$ cat src/rtl/pwm_seq_scheduler.sv
// pwm_seq_scheduler: UART-commanded sequencer firing one PWM burst per masked channel, in ascending order.
// Optional per-burst watchdog is built when SEQ_TIMEOUT_EN is defined.
module pwm_seq_scheduler #(
  parameter int unsigned _NUM_CHANNELS = 4,
  parameter int unsigned _TO_WIDTH     = 20
) (
  input  logic                     clk_50M,
  input  logic                     rst_n,
  input  logic [7:0]               func_reg,
  input  logic [7:0]               rev_data1,
  input  logic [7:0]               rev_data2,
  input  logic [7:0]               rev_data3,
  input  logic [7:0]               rev_data4,
  input  logic                     pack_done,
  input  logic [_NUM_CHANNELS-1:0] pwm_busy,
  output logic [_NUM_CHANNELS-1:0] pwm_en,
  output logic [7:0]               cur_ch,
  output logic                     seq_busy,
  output logic                     seq_done,
  output logic                     timeout_err
);
  localparam int unsigned NCH   = _NUM_CHANNELS;
  localparam int unsigned PTR_W = 4;
  localparam logic [7:0]  FUNC_START = 8'h03;
  localparam logic [7:0]  FUNC_STOP  = 8'h04;

  typedef enum logic [2:0] {
    S_IDLE, S_SELECT, S_WAIT_BUSY, S_WAIT_DONE, S_GAP, S_DONE
  } state_t;

  state_t           state, state_d;
  logic [NCH-1:0]   mask_q, mask_d;
  logic [7:0]       rounds_q, rounds_d;
  logic [15:0]      gap_q, gap_d;
  logic [15:0]      gap_cnt_q, gap_cnt_d;
  logic [PTR_W-1:0] ptr_q, ptr_d;
  logic [7:0]       cur_ch_d;
  logic [NCH-1:0]   pwm_en_d;
  logic             seq_busy_d, seq_done_d;
  logic             start_cmd, stop_cmd, busy_sel, sel_found, burst_end, to_hit;
  logic [7:0]       sel_idx;
  logic             unused_mask_hi;

  assign start_cmd      = pack_done && (func_reg == FUNC_START) && (|rev_data1[NCH-1:0]);
  assign stop_cmd       = pack_done && (func_reg == FUNC_STOP);
  assign unused_mask_hi = ^rev_data1;

  // Busy flag of the currently selected channel only.
  always_comb begin
    busy_sel = 1'b0;
    for (int i = 0; i < int'(NCH); i++)
      if (cur_ch == 8'(i)) busy_sel = pwm_busy[i];
  end

  // Lowest masked channel at or above ptr.
  always_comb begin
    sel_found = 1'b0;
    sel_idx   = '0;
    for (int i = int'(NCH) - 1; i >= 0; i--)
      if (mask_q[i] && (PTR_W'(i) >= ptr_q)) begin
        sel_found = 1'b1;
        sel_idx   = 8'(i);
      end
  end

  always_ff @(posedge clk_50M or negedge rst_n) begin
    if (!rst_n) state <= S_IDLE;
    else        state <= state_d;
  end

  always_comb begin
    state_d   = state;
    mask_d    = mask_q;
    rounds_d  = rounds_q;
    gap_d     = gap_q;
    gap_cnt_d = gap_cnt_q;
    ptr_d     = ptr_q;
    cur_ch_d  = cur_ch;
    burst_end = 1'b0;
    case (state)
      S_IDLE: begin
        if (start_cmd) begin
          mask_d   = rev_data1[NCH-1:0];
          rounds_d = rev_data2;
          gap_d    = {rev_data3, rev_data4};
          ptr_d    = '0;
          state_d  = S_SELECT;
        end
      end
      S_SELECT: begin
        if (sel_found) begin
          cur_ch_d = sel_idx;
          state_d  = S_WAIT_BUSY;
        end else if ((rounds_q == 8'd0) || (rounds_q > 8'd1)) begin
          if (rounds_q != 8'd0) rounds_d = rounds_q - 8'd1;
          ptr_d = '0;
        end else begin
          state_d = S_DONE;
        end
      end
      S_WAIT_BUSY: begin
        if (busy_sel)    state_d   = S_WAIT_DONE;
        else if (to_hit) burst_end = 1'b1;
      end
      S_WAIT_DONE: begin
        if (!busy_sel || to_hit) burst_end = 1'b1;
      end
      S_GAP: begin
        gap_cnt_d = gap_cnt_q - 16'd1;
        if (gap_cnt_q <= 16'd1) state_d = S_SELECT;
      end
      S_DONE:  state_d = S_IDLE;
      default: state_d = S_IDLE;
    endcase
    if (burst_end) begin
      ptr_d = PTR_W'(cur_ch) + PTR_W'(1);
      if (gap_q == 16'd0) begin
        state_d = S_SELECT;
      end else begin
        gap_cnt_d = gap_q;
        state_d   = S_GAP;
      end
    end
    // STOP overrides any transition taken in the same cycle.
    if (stop_cmd && (state != S_IDLE)) state_d = S_IDLE;
  end

  always_comb begin
    pwm_en_d = '0;
    for (int i = 0; i < int'(NCH); i++)
      pwm_en_d[i] = (state_d == S_WAIT_BUSY) && (cur_ch_d == 8'(i));
    seq_busy_d = (state_d != S_IDLE);
    seq_done_d = (state_d == S_DONE);
  end

  always_ff @(posedge clk_50M or negedge rst_n) begin
    if (!rst_n) begin
      mask_q    <= '0;
      rounds_q  <= '0;
      gap_q     <= '0;
      gap_cnt_q <= '0;
      ptr_q     <= '0;
      cur_ch    <= '0;
      pwm_en    <= '0;
      seq_busy  <= 1'b0;
      seq_done  <= 1'b0;
    end else begin
      mask_q    <= mask_d;
      rounds_q  <= rounds_d;
      gap_q     <= gap_d;
      gap_cnt_q <= gap_cnt_d;
      ptr_q     <= ptr_d;
      cur_ch    <= cur_ch_d;
      pwm_en    <= pwm_en_d;
      seq_busy  <= seq_busy_d;
      seq_done  <= seq_done_d;
    end
  end

`ifdef SEQ_TIMEOUT_EN
  logic [_TO_WIDTH-1:0] to_cnt_q, to_cnt_d;
  logic                 timeout_err_d, in_wait;

  assign in_wait = (state == S_WAIT_BUSY) || (state == S_WAIT_DONE);
  assign to_hit  = in_wait && (&to_cnt_q);

  // Counter restarts on every entry into a wait state.
  always_comb begin
    to_cnt_d = '0;
    if (in_wait && (state_d == state)) to_cnt_d = to_cnt_q + _TO_WIDTH'(1);
    timeout_err_d = timeout_err;
    if ((state == S_IDLE) && start_cmd) timeout_err_d = 1'b0;
    else if (to_hit && !stop_cmd)       timeout_err_d = 1'b1;
  end

  always_ff @(posedge clk_50M or negedge rst_n) begin
    if (!rst_n) begin
      to_cnt_q    <= '0;
      timeout_err <= 1'b0;
    end else begin
      to_cnt_q    <= to_cnt_d;
      timeout_err <= timeout_err_d;
    end
  end
`else
  // Without the watchdog the width parameter has no hardware behind it.
  logic [_TO_WIDTH-1:0] unused_to_width;
  assign unused_to_width = '0;
  assign to_hit          = 1'b0;
  assign timeout_err     = 1'b0;
`endif

endmodule

$ cat config.mk
export PLATFORM = sky130hd
export DESIGN_NAME = pwm_seq_scheduler
export DESIGN_NICKNAME = d
export VERILOG_FILES = /design/src/rtl/pwm_seq_scheduler.sv
export SDC_FILE = /design/constraint.sdc
export NUM_CORES = 1
export LEC_CHECK = 0
export BUFFER_PORTS_ARGS = -buffer_cell sky130_fd_sc_hd__buf_4
export CAP_MARGIN = 5
export CORE_ASPECT_RATIO = 0.75
export CORE_MARGIN = 8
export CORE_UTILIZATION = 45
export DETAILED_ROUTE_END_ITERATION = 6
export PLACE_DENSITY = 0.69
export SLEW_MARGIN = 10
export SYNTH_ARGS = -nofsm -noshare
export SYNTH_HDL_FRONTEND = slang
export SYNTH_SLANG_ARGS = --single-unit
$ cat constraint.sdc
create_clock -name clk_50M -period 2.7 [get_ports clk_50M]
set_input_delay 0.405 -clock clk_50M [delete_from_list [all_inputs] [get_ports clk_50M]]
set_output_delay 0.405 -clock clk_50M [all_outputs]
set_load 0.01 [all_outputs]
==> results by stage <==
Outcome:
- The run finished with clean final reports.

Logic synthesis:
- The cell count after synthesis is 331.
- During synthesis, Yosys emitted a total of 0 warnings.
- For this run, asynchronously set or reset flops after synthesis account for 100%.
- The mapped netlist covers 3440 um2.
- The synthesized design contains 65 register bits.
- A synthesized cell averages 10.4 um2.
- Synthesis produced a netlist with a net count of 387.
- Sequential cells were found to cover 47.3% of the synthesized design area.
- The number of enable-type register cells in the synthesized netlist is 0.
- The dominant register cell in the synthesized netlist is dfrtp_1.
- The unique cell type count in the Yosys netlist is 61.

Route:
- In this run the top signal layer used is met4.
- After detailed routing, the total wire length is 8300 um.
- The first routing iteration left 211 violations.
- The post-route antenna net violation count is 0.
- The first detailed-routing pass took 5 iterations.
- After detailed routing, the wire length on met1 is 4030 um.
- After detailed routing, the met3 layer carries 551 um of wire.
- The total via count in the routed design is 2776.
- The met2 layer wire length in the routed design is 3620 um.
- The via-per-instance ratio is 5.51.
- After detailed routing, the average wire length per cell comes to 16.5 um.
- The residual DRC count is 0.

Clock network:
- The number of levels in the clock H-tree is 3.
- After clock tree synthesis, the flow added hold-fix buffers numbering 0.
- Clock-pin slew was measured on the worst setup and hold paths at 80 ps.
- After clock tree synthesis, the setup repair step added 0 buffers.
- Buffers inserted during clock tree synthesis total 9.
- Clock tree synthesis found a total of 65 sinks.
- The CTS tree is yes.
- Counting along the longest clock path gives a buffer depth of 2.
- At the later pin of the worst-skew pair, clock insertion delay measures 350 ps.
- The post-cts sizing count is 0.
- The clock root buffer master is clkbuf_8.

Timing:
- The clock period minus final worst setup slack is 2540 ps.
- The number of hold-slack violations in the final timing report is 0.
- At the pin with the least slew margin, the transition time is 813 ps.
- Setup repair after global routing left no endpoint under its margin.
- In this run the tightest slew margin relative to its limit is 45.8%.
- The total count of max-transition violations in the final report is 0.
- Final hold analysis gives a worst-case slack of 141 ps.
- The maximum clock rate is 393 MHz.
- The post-route clock skew is 11.4 ps.
- The final number of setup-violating endpoints is 0.
- The sum of negative setup slack is 0 ps.
- The share of the clock period used by the worst path after layout is 94.2%.

Cells and area:
- The number of fill cells in the layout is 672.
- The final design instance area without fill is 4240 um2.
- The share of cells above drive strength 1 is 30.0%.
- For this run, the number of standard cells in the final layout without fillers is 504.
- The repair_antennas step left the layout with diodes totalling 0.
- The net count of the finished layout is 454.
- The growth of design area from synthesis to finish is 23.2%.

Die:
- The number of cell rows is 27.
- The area of the die is 10700 um2.
- The initial utilization of the core area, before any placement, comes to 46.7%.
- The core region is 7360 um2.
- The die is 91.7 um tall.
- The I/O pin count is 62.
- In this run the horizontal extent of the chip is 117 um.

Global routing:
- The global-route congestion overflow total is 0.
- The initial antenna violation count is 0.
- The global-route wire length before repair is 14000 um.
- The global-route usage over all layers is 16.4%.
- Entering global routing, the biggest net connects 66 pins.
- The via count of the first global-routing pass was 2794.

Placement:
- The port buffer count is 56.
- The congestion estimate from routability-driven global placement came to 0.832.
- Detailed placement ended at an HPWL of 6140 um.
- In this run, placement finished with an instance count of 488.
- The total cell area at the placement stage is 4040 um2.

Power and ir drop:
- IR analysis of the VDD net gives a maximum drop of 0.302 mV.
- Summing internal, switching and leakage power gives 3150 uW.
- The leakage power figure is 0.00193 uW.
- The power per unit of standard cell area is 743 nW/um2.

Worst setup path:
- The arrival time at the worst endpoint is 2730 ps.
- Data on the critical path is required at its endpoint by 2890 ps.
- The peak fanout along the critical path is 6.
- The element type at the critical path end is a register.
- The critical path class is register to register.
- The startpoint of the lowest-slack register-to-register path is cur_ch[6].
- The kind of start point of the critical path is a register.
- The critical path starts at cur_ch[6].

Worst hold path:
- The worst hold path belongs to the class primary input to async pin.

Flow run:
- The number of max-cap violations is 0.
==> cells by family (layout without fill, tap and decap cells) <==
group	count (synthesis)	count (layout)	share of synthesized area, %
and+or+nand+nor	120	120	20.2
AOI/OAI and AO/OA	71	71	14.7
DFF	65	65	47.3
buffers and inverters	28	100	3.34
muxes	22	22	7.31
xor gates and xnor gates	15	15	3.82
adders and majority gates	9	9	3.27
other	1	1	0.109
==> synth_stat cells (all sizes together) (3+ instances only) <==
library cell / count / area [um2]
nand3: 7 / 35.0
xnor2: 5 / 43.8
o41ai: 6 / 52.6
nor4: 11 / 96.3
a21oi: 24 / 124
or4: 8 / 71.3
clkbuf: 7 / 26.3
xor2: 10 / 87.6
dfrtp: 65 / 1630
mux2: 22 / 251
nand2: 7 / 26.3
inv: 15 / 56.3
or3: 6 / 37.5
nor2: 43 / 161
a22o: 4 / 35.0
and2: 3 / 18.8
nand3b: 3 / 22.5
o21ai: 11 / 55.1
ha: 9 / 113
buf: 6 / 32.5
nor3: 7 / 40.0
nor2b: 9 / 56.3
nand2b: 3 / 18.8
a2111oi: 4 / 40.0
==> final timing paths <==
path	cells after the start	slack [ps]	to
setup / recovery	5	160	pwm_en[1]
hold / removal	1	140	cur_ch[6]
setup reg to reg	5	160	pwm_en[1]
hold reg to reg	2	530	rounds_q[6]
max in group asynchronous	1	2010	seq_busy
min in group clk_50M	2	280	gap_q[6]
==> metal layers <==
layer,track usage [%],vias up
li1,-,1337
met1,23.2,1342
met2,23.2,88
met3,6.02,9
met4,4.14,0
met5,0,-
==> flip-flops by register name (all words and copies together), names as in the netlist <==
name and flops:
seq_done 1, rounds_q 8, pwm_en 4, state 3, mask_q 4, ptr_q 4
seq_busy 1, gap_q 16, cur_ch 8, gap_cnt_q 16
==> final cells by class <==
type | instances | area (um2) | share of cell area (%)
Clock buffer | 9 | 124 | 2.92
Clock inverter | 7 | 77.6 | 1.83
Sequential cell | 65 | 1630 | 38.3
Tap cell | 101 | 126 | 2.98
Timing Repair Buffer | 69 | 531 | 12.5
Inverter | 15 | 56.3 | 1.33
Multi-Input combinational cell | 238 | 1700 | 40.1
==> per-stage QoR <==
stage | utilization (%) | setup slack [ps]
final | 57.6 | 157
after global routing | 57.6 | 96.3
after CTS | 57.6 | 167
after detailed placement | 54.9 | 182
after global placement | 54.9 | 185
after floorplan | - | 317
==> where the power goes <==
part	total, uW	switching, uW	internal (uW)
registers	1290	166	1130
logic	1010	546	460
clock network	852	418	434
total	3150	1130	2020
==> critical path, cell delays in order (launching register included) <==
cell	delay (ps)
dfrtp_1	400
or4_4	550
or4_4	450
or4_4	550
a41oi_4	270
a2111oi_1	170
==> cells in the final DEF (no fill, tap or decap), drive strengths merged, types with 3 or more instances in the layout <==
master / count
a21oi: 24
nand3: 7
nand2b: 3
and2: 3
nor3: 7
nor2: 43
xor2: 10
a22o: 4
mux2: 22
dfrtp: 65
nor4: 11
inv: 17
ha: 9
nand2: 7
clkinv: 3
or3: 6
o21ai: 11
clkbuf: 9
buf: 69
o41ai: 6
xnor2: 5
nand3b: 3
or4: 8
a2111oi: 4
nor2b: 9
(Power assumes the default switching activity.)
